### config.mk
export PLATFORM = sky130hd
export DESIGN_NAME = multicycle_control
export DESIGN_NICKNAME = d
export VERILOG_FILES = /design/src/rtl/multicycle_control.sv
export SDC_FILE = /design/constraint.sdc
export NUM_CORES = 1
export LEC_CHECK = 0
export BUFFER_PORTS_ARGS = -buffer_cell sky130_fd_sc_hd__clkbuf_2
export CELL_PAD_IN_SITES_DETAIL_PLACEMENT = 0
export CELL_PAD_IN_SITES_GLOBAL_PLACEMENT = 1
export CORE_MARGIN = 10
export CORE_UTILIZATION = 26
export DETAILED_ROUTE_END_ITERATION = 10
export GPL_ROUTABILITY_DRIVEN = 0
export MAX_ROUTING_LAYER = met4
export PLACE_DENSITY_LB_ADDON = 0.1
export SYNTH_ARGS = -nofsm -noshare
export SYNTH_HDL_FRONTEND = slang
export SYNTH_SLANG_ARGS = --single-unit
### constraint.sdc
create_clock -name clk -period 1.9 [get_ports clk]
set_input_delay 0 -clock clk [delete_from_list [all_inputs] [get_ports clk]]
set_output_delay 0 -clock clk [all_outputs]
set_load 0.01 [all_outputs]
### src/rtl/multicycle_control.sv
// Main control FSM and ALU decoder for the 32-bit multicycle processor.
// Moore outputs decoded from State; PCEn also depends on the ALU Zero flag.
//
// state   | meaning
// FETCH   | read instruction at PC, PC <= PC + 4
// DECODE  | read registers, precompute branch target
// MEMADR  | compute load/store address
// MEMRD   | read data memory
// MEMWB   | write load data to rt
// MEMWR   | write data memory
// EXECUTE | R-type ALU operation
// ALUWB   | write ALU result to rd
// BRANCH  | compare operands, take branch on Zero
// ADDIEX  | add sign-extended immediate
// ADDIWB  | write ADDI result to rt
// JUMP    | load jump target into PC
module multicycle_control #(
  parameter logic [2:0] ALU_AND = 3'b000,
  parameter logic [2:0] ALU_OR  = 3'b001,
  parameter logic [2:0] ALU_ADD = 3'b010,
  parameter logic [2:0] ALU_SUB = 3'b110,
  parameter logic [2:0] ALU_SLT = 3'b111
) (
  input  logic       clk,
  input  logic       rst_n,
  input  logic [5:0] Op,
  input  logic [5:0] Funct,
  input  logic       Zero,
  output logic [2:0] ALUop,
  output logic       ALUSrcA,
  output logic [1:0] ALUSrcB,
  output logic [1:0] PCSrc,
  output logic       IorD,
  output logic       IRWrite,
  output logic       MemWrite,
  output logic       RegWrite,
  output logic       RegDst,
  output logic       MemtoReg,
  output logic       PCEn,
  output logic [3:0] State
);

  typedef enum logic [3:0] {
    FETCH   = 4'd0,
    DECODE  = 4'd1,
    MEMADR  = 4'd2,
    MEMRD   = 4'd3,
    MEMWB   = 4'd4,
    MEMWR   = 4'd5,
    EXECUTE = 4'd6,
    ALUWB   = 4'd7,
    BRANCH  = 4'd8,
    ADDIEX  = 4'd9,
    ADDIWB  = 4'd10,
    JUMP    = 4'd11
  } state_t;

  localparam logic [5:0] OP_RTYPE = 6'b000000;
  localparam logic [5:0] OP_LW    = 6'b100011;
  localparam logic [5:0] OP_SW    = 6'b101011;
  localparam logic [5:0] OP_BEQ   = 6'b000100;
  localparam logic [5:0] OP_ADDI  = 6'b001000;
  localparam logic [5:0] OP_J     = 6'b000010;

  state_t state, state_next;
  logic   pc_write, branch, ir_write, mem_write, reg_write;

  always_ff @(posedge clk) begin
    if (!rst_n) state <= FETCH;
    else        state <= state_next;
  end

  always_comb begin
    state_next = FETCH;
    ALUop      = ALU_ADD;
    ALUSrcA    = 1'b0;
    ALUSrcB    = 2'b00;
    PCSrc      = 2'b00;
    IorD       = 1'b0;
    ir_write   = 1'b0;
    mem_write  = 1'b0;
    reg_write  = 1'b0;
    RegDst     = 1'b0;
    MemtoReg   = 1'b0;
    pc_write   = 1'b0;
    branch     = 1'b0;
    case (state)
      FETCH: begin
        ALUSrcB    = 2'b01;
        ir_write   = 1'b1;
        pc_write   = 1'b1;
        state_next = DECODE;
      end
      DECODE: begin
        ALUSrcB = 2'b11;
        case (Op)
          OP_LW, OP_SW: state_next = MEMADR;
          OP_RTYPE:     state_next = EXECUTE;
          OP_BEQ:       state_next = BRANCH;
          OP_ADDI:      state_next = ADDIEX;
          OP_J:         state_next = JUMP;
          default:      state_next = FETCH;
        endcase
      end
      MEMADR: begin
        ALUSrcA    = 1'b1;
        ALUSrcB    = 2'b10;
        state_next = (Op == OP_LW) ? MEMRD : MEMWR;
      end
      MEMRD: begin
        IorD       = 1'b1;
        state_next = MEMWB;
      end
      MEMWB: begin
        MemtoReg  = 1'b1;
        reg_write = 1'b1;
      end
      MEMWR: begin
        IorD      = 1'b1;
        mem_write = 1'b1;
      end
      EXECUTE: begin
        ALUSrcA = 1'b1;
        case (Funct)
          6'b100010: ALUop = ALU_SUB;
          6'b100100: ALUop = ALU_AND;
          6'b100101: ALUop = ALU_OR;
          6'b101010: ALUop = ALU_SLT;
          default:   ALUop = ALU_ADD;
        endcase
        state_next = ALUWB;
      end
      ALUWB: begin
        RegDst    = 1'b1;
        reg_write = 1'b1;
      end
      BRANCH: begin
        ALUSrcA = 1'b1;
        ALUop   = ALU_SUB;
        PCSrc   = 2'b01;
        branch  = 1'b1;
      end
      ADDIEX: begin
        ALUSrcA    = 1'b1;
        ALUSrcB    = 2'b10;
        state_next = ADDIWB;
      end
      ADDIWB: reg_write = 1'b1;
      JUMP: begin
        PCSrc    = 2'b10;
        pc_write = 1'b1;
      end
      default: state_next = FETCH;
    endcase
  end

  // Enables are gated by reset so an aborted instruction never half-commits.
  assign IRWrite  = rst_n & ir_write;
  assign MemWrite = rst_n & mem_write;
  assign RegWrite = rst_n & reg_write;
  assign PCEn     = rst_n & (pc_write | (branch & Zero));
  assign State    = state;

endmodule

; After elaboration in Yosys (flattened, before gate mapping)
; Cells that the tools add are included.
[classes]
n_reduce_logical = 8
eq_ne = 20
muxes = 16
n_bitwise = 6
[op_table]
columns = cell, count
row1 = $eq A6 B6 Y1 const B, 6
row2 = $pmux W4 S6, 1
row3 = $pmux W4 S5, 1
row4 = $eq A4 B3 Y1 const B, 4
row5 = $eq A4 B4 Y1 const B, 4
row6 = $pmux W3 S4, 1
row7 = $mux W1, 9
row8 = $eq A4 B2 Y1 const B, 2
row9 = $reduce_or A2 Y1, 4
row10 = $eq A6 B2 Y1 const B, 1
row11 = $eq A6 B3 Y1 const B, 1
row12 = $eq A6 B4 Y1 const B, 1
row13 = $logic_not A6 Y1, 1
row14 = $pmux W2 S3, 1
row15 = $pmux W3 S2, 1
row16 = $and A1 B1 Y1, 5
row17 = $eq A4 B1 Y1 const B, 1
row18 = $logic_not A4 Y1, 1
row19 = $pmux W2 S2, 1
row20 = $reduce_or A4 Y1, 1
row21 = $mux W3, 1
row22 = $reduce_or A3 Y1, 1
row23 = $or A1 B1 Y1, 1
[word_totals]
input_bits = 15
elab_cells = 51
output_inout_bits = 19
reg_bits = 4

; Longest topological paths before layout
; Gate-level depths: netlist of the first run.
[depth]
depth_word = 5
mapped_depth = 5
ltp_nobuf = 4

; Worst setup path after synthesis of the first run
; OpenSTA, ideal clock, no wires.
[synth_timing]
kind = register -> output
from = register state[1], in the netlist State[1]
to = output ALUop[1]
arrival_time_ps = 1363
n_path_buf = 0
path_slack_ps = 537
t_required_ps = 1900
stages_incl_launch_ff = 5
cell_sequence = dfxtp_1 -> inv_2 -> nor3_4 -> nand4b_1 -> or4b_1
[synth_via]
elab_chain_cells = 2
elab_cells_between_ends = 3
cone_classes = eq/ne (2) / mux (1)
[synth_rtl]
columns = item, line_no
row1 = from (decl), 65  ; state_t state, state_next;
row2 = from (signal assigned), 70  ; else state <= state_next;
row3 = $eq A4 B4 Y1 or $eq A4 B3 Y1 (tied branches), 87  ; case (state)
row4 = $pmux W3 S2 *, 87
row5 = to (decl), 29  ; output logic [2:0] ALUop,
; Mark *: on every way between the ends. The rest lies on a longest branch, timed or not.

; Worst setup path after layout of the first run
[layout_timing]
from = register state[0], in the netlist State[0]
to = output ALUop[1]
; The elaborated chain is that of the path after synthesis.

==> impl_table.tex, run 1 <==
\begin{tabular}{lr}
\hline
Metric & Value \\
\hline
\multicolumn{2}{l}{\textbf{Status}} \\
Outcome & complete, no violations \\
\multicolumn{2}{l}{\textbf{STA}} \\
Highest clock rate & 593 MHz \\
Pins over their slew limit & 0 \\
Max-slew headroom at the worst pin & 66.6\% \\
Number of hold violations in the final report & 0 \\
Final min period & around 1.7 ns \\
Worst Tran Pin Value & slightly below 0.5 ns \\
Final Skew & 0.000311 ns \\
Hold slack final & 0.0911 ns \\
Share of the clock period used by the worst path & 88.8\% \\
Setup total negative slack & 0 ns \\
Final-report setup violation count & 0 \\
Final setup margin & around 0.21 ns \\
Setup repair after global routing missed its margin & no \\
\multicolumn{2}{l}{\textbf{Power}} \\
Power per Cell Area & 396 mW/mm2 \\
Max VDD drop & between 0.2 and 0.3 mV \\
Total power & 0.272 mW \\
Lkg Pwr & 0.313 nW \\
\multicolumn{2}{l}{\textbf{Layout}} \\
Footprint of the multi-input gates & 353 um2 \\
Number of nets at the end of the flow & 120 \\
Flip-flop count of the largest register after layout & 4 \\
Post-layout utilization of the core & between 40\% and 50\% \\
Sequential Area & 80.1 um2 \\
Design area & about 690 um2 \\
Fraction of layout instances using a drive strength above 1 & 40.8\% \\
Synthesis-to-layout area growth & 48.9\% \\
Fill cell instance count of the final layout & 204 \\
Non-filler instance count after layout & 128 \\
Count of antenna diodes in the layout & 0 \\
\multicolumn{2}{l}{\textbf{Placed design}} \\
Worst slack after detailed placement & approximately 0.44 ns \\
Area after detailed placement & $\sim$660 um2 \\
DP Cell Count & roughly 130 \\
Final HPWL from detailed placement & roughly 1400 um \\
Number of buffers added on ports & 33 \\
\multicolumn{2}{l}{\textbf{Global route}} \\
Maximum number of pins on one net before global-route repair & 13 \\
Number of antenna violations at the first check in global routing & 0 \\
Wire length of the first global-routing pass & 2450 um \\
Aggregate global-route resource usage & 8.38\% \\
Total overflow reported by the global router & 0 \\
Vias in the first global route & 578 \\
\multicolumn{2}{l}{\textbf{Logic synthesis}} \\
Syn. warnings & 0 \\
Post-synthesis compound-gate area fraction & 23.9\% \\
Netlist area before placement & approximately 460 um2 \\
List of most frequent post-synthesis cells & 9 x sky130\_fd\_sc\_hd\_\_nor2\_1, 7 x sky130\_fd\_sc\_hd\_\_nor3\_1 \\
Synthesized Nets & between 80 and 90 \\
Post-synth cell types & 30 \\
Adder-cell area share of the yosys netlist & 0\% \\
Number of flops mapped to enable cells by yosys & 0 \\
Largest family of logic cells by synthesized area & simple AND/OR/NAND/NOR gates \\
Simple-gate area share of the yosys netlist & between 40\% and 50\% \\
Sequential cell area fraction in the yosys report & 17.4\% \\
Flops \& latches, synth & 4 \\
Xor/xnor cell area share of the yosys netlist & 3.80\% \\
Mapped Avg Cell Area & 6.77 um2 \\
Cell count after synthesis & 68 \\
Top FF cell, synth & sky130\_fd\_sc\_hd\_\_dfxtp\_1 \\
Post-synthesis mux area share & 2.17\% \\
Area share of the largest cell type after synthesis & $\sim$17\% \\
Most frequently used cell type in the post-synthesis netlist & sky130\_fd\_sc\_hd\_\_nor2\_1 \\
Dominant cells by area after synthesis & sky130\_fd\_sc\_hd\_\_dfxtp\_1 17\%, sky130\_fd\_sc\_hd\_\_nor3\_1 7.6\%, sky130\_fd\_sc\_hd\_\_nor2\_1 7.3\%, sky130\_fd\_sc\_hd\_\_nand2b\_1 5.4\%, sky130\_fd\_sc\_hd\_\_a21oi\_1 4.3\% \\
Post-synthesis async set-or-reset flop share & 0\% \\
Largest area contributor in the netlist & sky130\_fd\_sc\_hd\_\_dfxtp\_1 \\
\multicolumn{2}{l}{\textbf{Clock network}} \\
Hold-fix buffer count after cts & 0 \\
Clk Tree Root Cell & sky130\_fd\_sc\_hd\_\_clkbuf\_4 \\
Number of instances resized during post-cts repair & 0 \\
Max Buffers Root-to-Sink & 2 \\
CTS tree & done \\
Clock-pin slew on the worst setup and hold paths & 0.03 ns \\
Total number of clock tree sinks & 4 \\
Worst skew pair latency & 0.23 ns \\
Post-CTS setup-driven buffer insertion count & 0 \\
H-tree depth & 1 \\
Clock buffers created by TritonCTS & 3 \\
\multicolumn{2}{l}{\textbf{Min path}} \\
Start point of the worst min-delay path & Op[2] \\
Number of cells on the worst hold path & 3 \\
Kind of path behind the tightest hold check & in -> reg \\
End of the worst hold path & State[3] \\
\multicolumn{2}{l}{\textbf{Critical path}} \\
Launching instance or port of the critical path & State[0] \\
Startpoint type of the worst setup path & register \\
Endpoint of the worst register-to-register path & State[3] \\
Class of the most critical setup path & reg -> out \\
WP data arrival & 1.69 ns \\
Number of cells on the worst reg-to-reg path & 4 \\
Critical Path RT & approximately 1.9 ns \\
Category of the worst setup path capture point & primary output \\
Worst Path Max Fanout & 9 \\
Worst reg2reg startpoint & State[2] \\
Slack of the worst reg-to-reg path & 0.46 ns \\
\multicolumn{2}{l}{\textbf{Die}} \\
Area of the placeable core & between 0.0015 and 0.002 mm2 \\
Count of pins on the block boundary & 34 \\
DIE HEIGHT & around 62 um \\
Initial Utilization & between 20\% and 30\% \\
Die Footprint & 0.00385 mm2 \\
Number of rows in the core area & 15 \\
Die Wd & 62.1 um \\
\multicolumn{2}{l}{\textbf{Routing}} \\
DRT iter0 DRCs & 4 \\
Detailed-routing iteration count for the pre-antenna-repair pass & 4 \\
Average detailed-routed wire length per instance & 12.3 um \\
DRC Markers & 0 \\
Number of nets with antenna violations after detailed routing & 0 \\
Detailed-route wire length & between 1500 and 2000 um \\
Post-DR vias/cell & 4.82 \\
Count of vias placed by the detailed router & 617 \\
\multicolumn{2}{l}{\textbf{Run}} \\
Number of violations of the max-capacitance limit & 0 \\
\hline
\end{tabular}
-- kinds of logic after synthesis --
logic type | after synthesis
buffers and inverters | 7
xor gates and xnor gates | 2
and+or+nand+nor | 37
AOI/OAI and AO/OA | 17
DFF | 4
muxes | 1
-- worst max-delay path: stages (launching register included) --
cell                       delay [ns]
sky130_fd_sc_hd__dfxtp_1         0.39
sky130_fd_sc_hd__nor3_4          0.27
sky130_fd_sc_hd__nand4b_1        0.17
sky130_fd_sc_hd__or4b_1          0.48
sky130_fd_sc_hd__clkbuf_2        0.14
-- layout by cell type (no fill, tap or decap) --
cell and instances:
sky130_fd_sc_hd__clkbuf_2 33, sky130_fd_sc_hd__nor2_1 9, sky130_fd_sc_hd__nor3_1 7, sky130_fd_sc_hd__dfxtp_1 4, sky130_fd_sc_hd__nand2b_1 4, sky130_fd_sc_hd__a21oi_1 4, sky130_fd_sc_hd__nand3_1 4, sky130_fd_sc_hd__a31oi_1 3
sky130_fd_sc_hd__o21ai_0 3, sky130_fd_sc_hd__clkbuf_4 3, sky130_fd_sc_hd__buf_4 3, sky130_fd_sc_hd__nand4b_1 2, sky130_fd_sc_hd__nand2_1 2, sky130_fd_sc_hd__o21bai_1 2, sky130_fd_sc_hd__inv_1 2, sky130_fd_sc_hd__a211oi_1 2
sky130_fd_sc_hd__nor4_1 2, sky130_fd_sc_hd__inv_2 1, sky130_fd_sc_hd__nor3_4 1, sky130_fd_sc_hd__or4b_1 1, sky130_fd_sc_hd__nor4bb_1 1, sky130_fd_sc_hd__nor2b_1 1, sky130_fd_sc_hd__xor2_1 1, sky130_fd_sc_hd__and3_1 1
sky130_fd_sc_hd__mux2i_1 1, sky130_fd_sc_hd__nor4b_1 1, sky130_fd_sc_hd__xnor2_1 1, sky130_fd_sc_hd__a211o_1 1, sky130_fd_sc_hd__a21bo_2 1, sky130_fd_sc_hd__nand4_1 1, sky130_fd_sc_hd__o31ai_1 1
-- metal layers --
metal  wire [um]  part of all wire [%]  GRT usage, %  vias to the layer above
met2         828                    53          14.5                       20
met3         139                   8.9          1.83                        2
met4          12                  0.76          3.82                        0
li1            -                     -             -                      326
met5           0                     0             -                        -
met1         590                    38          8.94                      269
-- cell type report --
cell class                      count  share of cell area [%]
Clock buffer                        3                    3.28
Inverter                            3                    1.64
Multi-Input combinational cell     57                    51.5
Sequential cell                     4                    11.7
Tap cell                           25                    4.56
Timing Repair Buffer               36                    27.4
-- where the power goes --
group | switching [mW] | internal (mW) | total (mW)
Sequential | 0.00642 | 0.0871 | 0.0935
Clock | 0.0312 | 0.0704 | 0.102
Combinational | 0.0404 | 0.0361 | 0.0765
Total | 0.0780 | 0.194 | 0.272
-- worst max path at each step --
stage	cells after the start	slack [ns]	endpoint
floorplan	4	0.54	ALUop[1]
global placement	4	0.44	State[3]
detailed placement	4	0.44	State[3]
CTS	4	0.19	ALUop[1]
global route	4	0.09	ALUop[1]
finish	4	0.21	ALUop[1]
No activity file was read; power rests on OpenSTA's default activity.
==> inputs of run 2 (changes only) <==
Settings changed: CORE_ASPECT_RATIO set to 0.75.
==> run 2 against run 1 <==
  * First-iteration DRC count grew to 4.8 times the previous value
  * Clock power grew 5%
  * Utilization shrank 0.22 points
  * Critical path type unchanged
==> impl_table.tex, run 2 (same netlist as run 1, synthesis figures left out) <==
\begin{tabular}{lr}
\hline
Metric & Value \\
\hline
\multicolumn{2}{l}{\textbf{Status}} \\
Outcome & complete, no violations \\
\multicolumn{2}{l}{\textbf{Clock network}} \\
Number of instances resized during post-cts repair & 0 \\
Clock-pin slew on the worst setup and hold paths & 0.04 ns \\
H-tree depth & 1 \\
CTS tree & done \\
Worst skew pair latency & 0.24 ns \\
Max Buffers Root-to-Sink & 2 \\
Post-CTS setup-driven buffer insertion count & 0 \\
Clock buffers created by TritonCTS & 3 \\
Clk Tree Root Cell & sky130\_fd\_sc\_hd\_\_clkbuf\_4 \\
Hold-fix buffer count after cts & 0 \\
Total number of clock tree sinks & 4 \\
\multicolumn{2}{l}{\textbf{STA}} \\
Setup total negative slack & 0 ns \\
Share of the clock period used by the worst path & 90.6\% \\
Final min period & 1.72 ns \\
Final-report setup violation count & 0 \\
Pins over their slew limit & 0 \\
Max-slew headroom at the worst pin & about two thirds \\
Final Skew & 0.00454 ns \\
Number of hold violations in the final report & 0 \\
Final setup margin & 0.179 ns \\
Highest clock rate & between 500 and 600 MHz \\
Worst Tran Pin Value & 0.479 ns \\
Setup repair after global routing missed its margin & no \\
Hold slack final & 0.105 ns \\
\multicolumn{2}{l}{\textbf{Global route}} \\
Aggregate global-route resource usage & under 10\% \\
Wire length of the first global-routing pass & 2760 um \\
Maximum number of pins on one net before global-route repair & 13 \\
Vias in the first global route & 617 \\
Total overflow reported by the global router & 0 \\
Number of antenna violations at the first check in global routing & 0 \\
\multicolumn{2}{l}{\textbf{Placed design}} \\
DP Cell Count & 122 \\
Worst slack after detailed placement & approximately 0.42 ns \\
Area after detailed placement & 659 um2 \\
Final HPWL from detailed placement & 1380 um \\
Number of buffers added on ports & 33 \\
\multicolumn{2}{l}{\textbf{Routing}} \\
Number of nets with antenna violations after detailed routing & 0 \\
DRC Markers & 0 \\
Detailed-route wire length & 1690 um \\
Post-DR vias/cell & between 4 and 5 \\
DRT iter0 DRCs & 19 \\
Detailed-routing iteration count for the pre-antenna-repair pass & 4 \\
Average detailed-routed wire length per instance & 13.5 um \\
Count of vias placed by the detailed router & 623 \\
\multicolumn{2}{l}{\textbf{Layout}} \\
Post-layout utilization of the core & 39.9\% \\
Number of nets at the end of the flow & 120 \\
Synthesis-to-layout area growth & 48.1\% \\
Footprint of the multi-input gates & 353 um2 \\
Flip-flop count of the largest register after layout & 4 \\
Non-filler instance count after layout & 125 \\
Sequential Area & 80.1 um2 \\
Fill cell instance count of the final layout & 192 \\
Fraction of layout instances using a drive strength above 1 & approximately 41\% \\
Most common cell after layout, fill and taps aside & sky130\_fd\_sc\_hd\_\_clkbuf\_2 \\
Design area & 682 um2 \\
Most frequent cells in the layout & 33 x sky130\_fd\_sc\_hd\_\_clkbuf\_2, 9 x sky130\_fd\_sc\_hd\_\_nor2\_1, 7 x sky130\_fd\_sc\_hd\_\_nor3\_1 \\
Count of antenna diodes in the layout & 0 \\
\multicolumn{2}{l}{\textbf{Critical path}} \\
Critical Path RT & 1.90 ns \\
Launching instance or port of the critical path & State[3] \\
Class of the most critical setup path & reg -> out \\
Cell-by-cell listing of the critical path & nor3\_4 -> nand4b\_1 -> or4b\_1 -> clkbuf\_2 \\
Category of the worst setup path capture point & primary output \\
Startpoint type of the worst setup path & register \\
Highest cell delay on the worst timing path & 0.48 ns \\
WP data arrival & 1.72 ns \\
Master of the slowest instance on the critical path & sky130\_fd\_sc\_hd\_\_or4b\_1 \\
Worst reg2reg startpoint & State[1] \\
Worst Path Max Fanout & 12 \\
\multicolumn{2}{l}{\textbf{Power}} \\
Max VDD drop & 0.276 mV \\
Share of total power consumed by net switching & 30.5\% \\
Power per Cell Area & between 400 and 500 mW/mm2 \\
Comb power frac & 28.9\% \\
Cell internal pwr & between 0.15 and 0.2 mW \\
Total power & about 0.28 mW \\
P\_sw & 0.0852 mW \\
Clock network fraction of design power & 38.5\% \\
Power share of the sequential group & 32.6\% \\
Lkg Pwr & 0.313 nW \\
\multicolumn{2}{l}{\textbf{Min path}} \\
Start point of the worst min-delay path & Op[2] \\
Kind of path behind the tightest hold check & in -> reg \\
\multicolumn{2}{l}{\textbf{Run}} \\
Number of violations of the max-capacitance limit & 0 \\
\multicolumn{2}{l}{\textbf{Die}} \\
Die Footprint & 0.00387 mm2 \\
DIE HEIGHT & 56.4 um \\
Number of rows in the core area & 13 \\
Count of pins on the block boundary & 34 \\
Area of the placeable core & 0.00171 mm2 \\
Die Wd & $\sim$69 um \\
Initial Utilization & 27.0\% \\
\hline
\end{tabular}
==> run 2: cell counts in the layout (fill, tap and decap cells not counted) <==
No cell type changed its count.
==> run 2: final cells by class <==
cell class,instances,area share (%)
multi-input cells,57,51.7
clock buffers,3,3.30
flip-flops and latches,4,11.7
well taps,22,4.04
inverters,3,1.65
repair buffers,36,27.5
==> run 2: power groups by stage <==
stage                     sequential (mW)  combinational [mW]  clock (mW)
after global placement             0.0924              0.0814           0
after CTS                          0.0911              0.0813       0.112
final                              0.0910              0.0806       0.107
after global routing               0.0913              0.0906       0.123
after floorplan                    0.0930              0.0407           0
after detailed placement           0.0924              0.0808           0
==> run 2: critical path, delay by kind of cell, from the launching register on <==
kind | cells | cell delay [ns]
AND/OR/NAND/NOR | 3 | 0.91
buffers and inverters | 1 | 0.14
flip-flops | 1 | 0.44
==> run 2: final timing paths <==
path                                 end  slack (ns)  cells after the start
worst max-delay path            ALUop[1]        0.18                      4
worst min-delay path            State[3]        0.11                      3
worst max register to register  State[0]        0.53                      5
worst min register to register  State[0]        0.64                      3
==> run 2: per-layer routing <==
layer,global-route usage [%],part of all wire [%],vias to the layer above
li1,-,-,326
met2,13.3,43,22
met5,-,0,-
met3,3.37,6.6,0
met4,2.58,0,0
met1,11.0,50,275
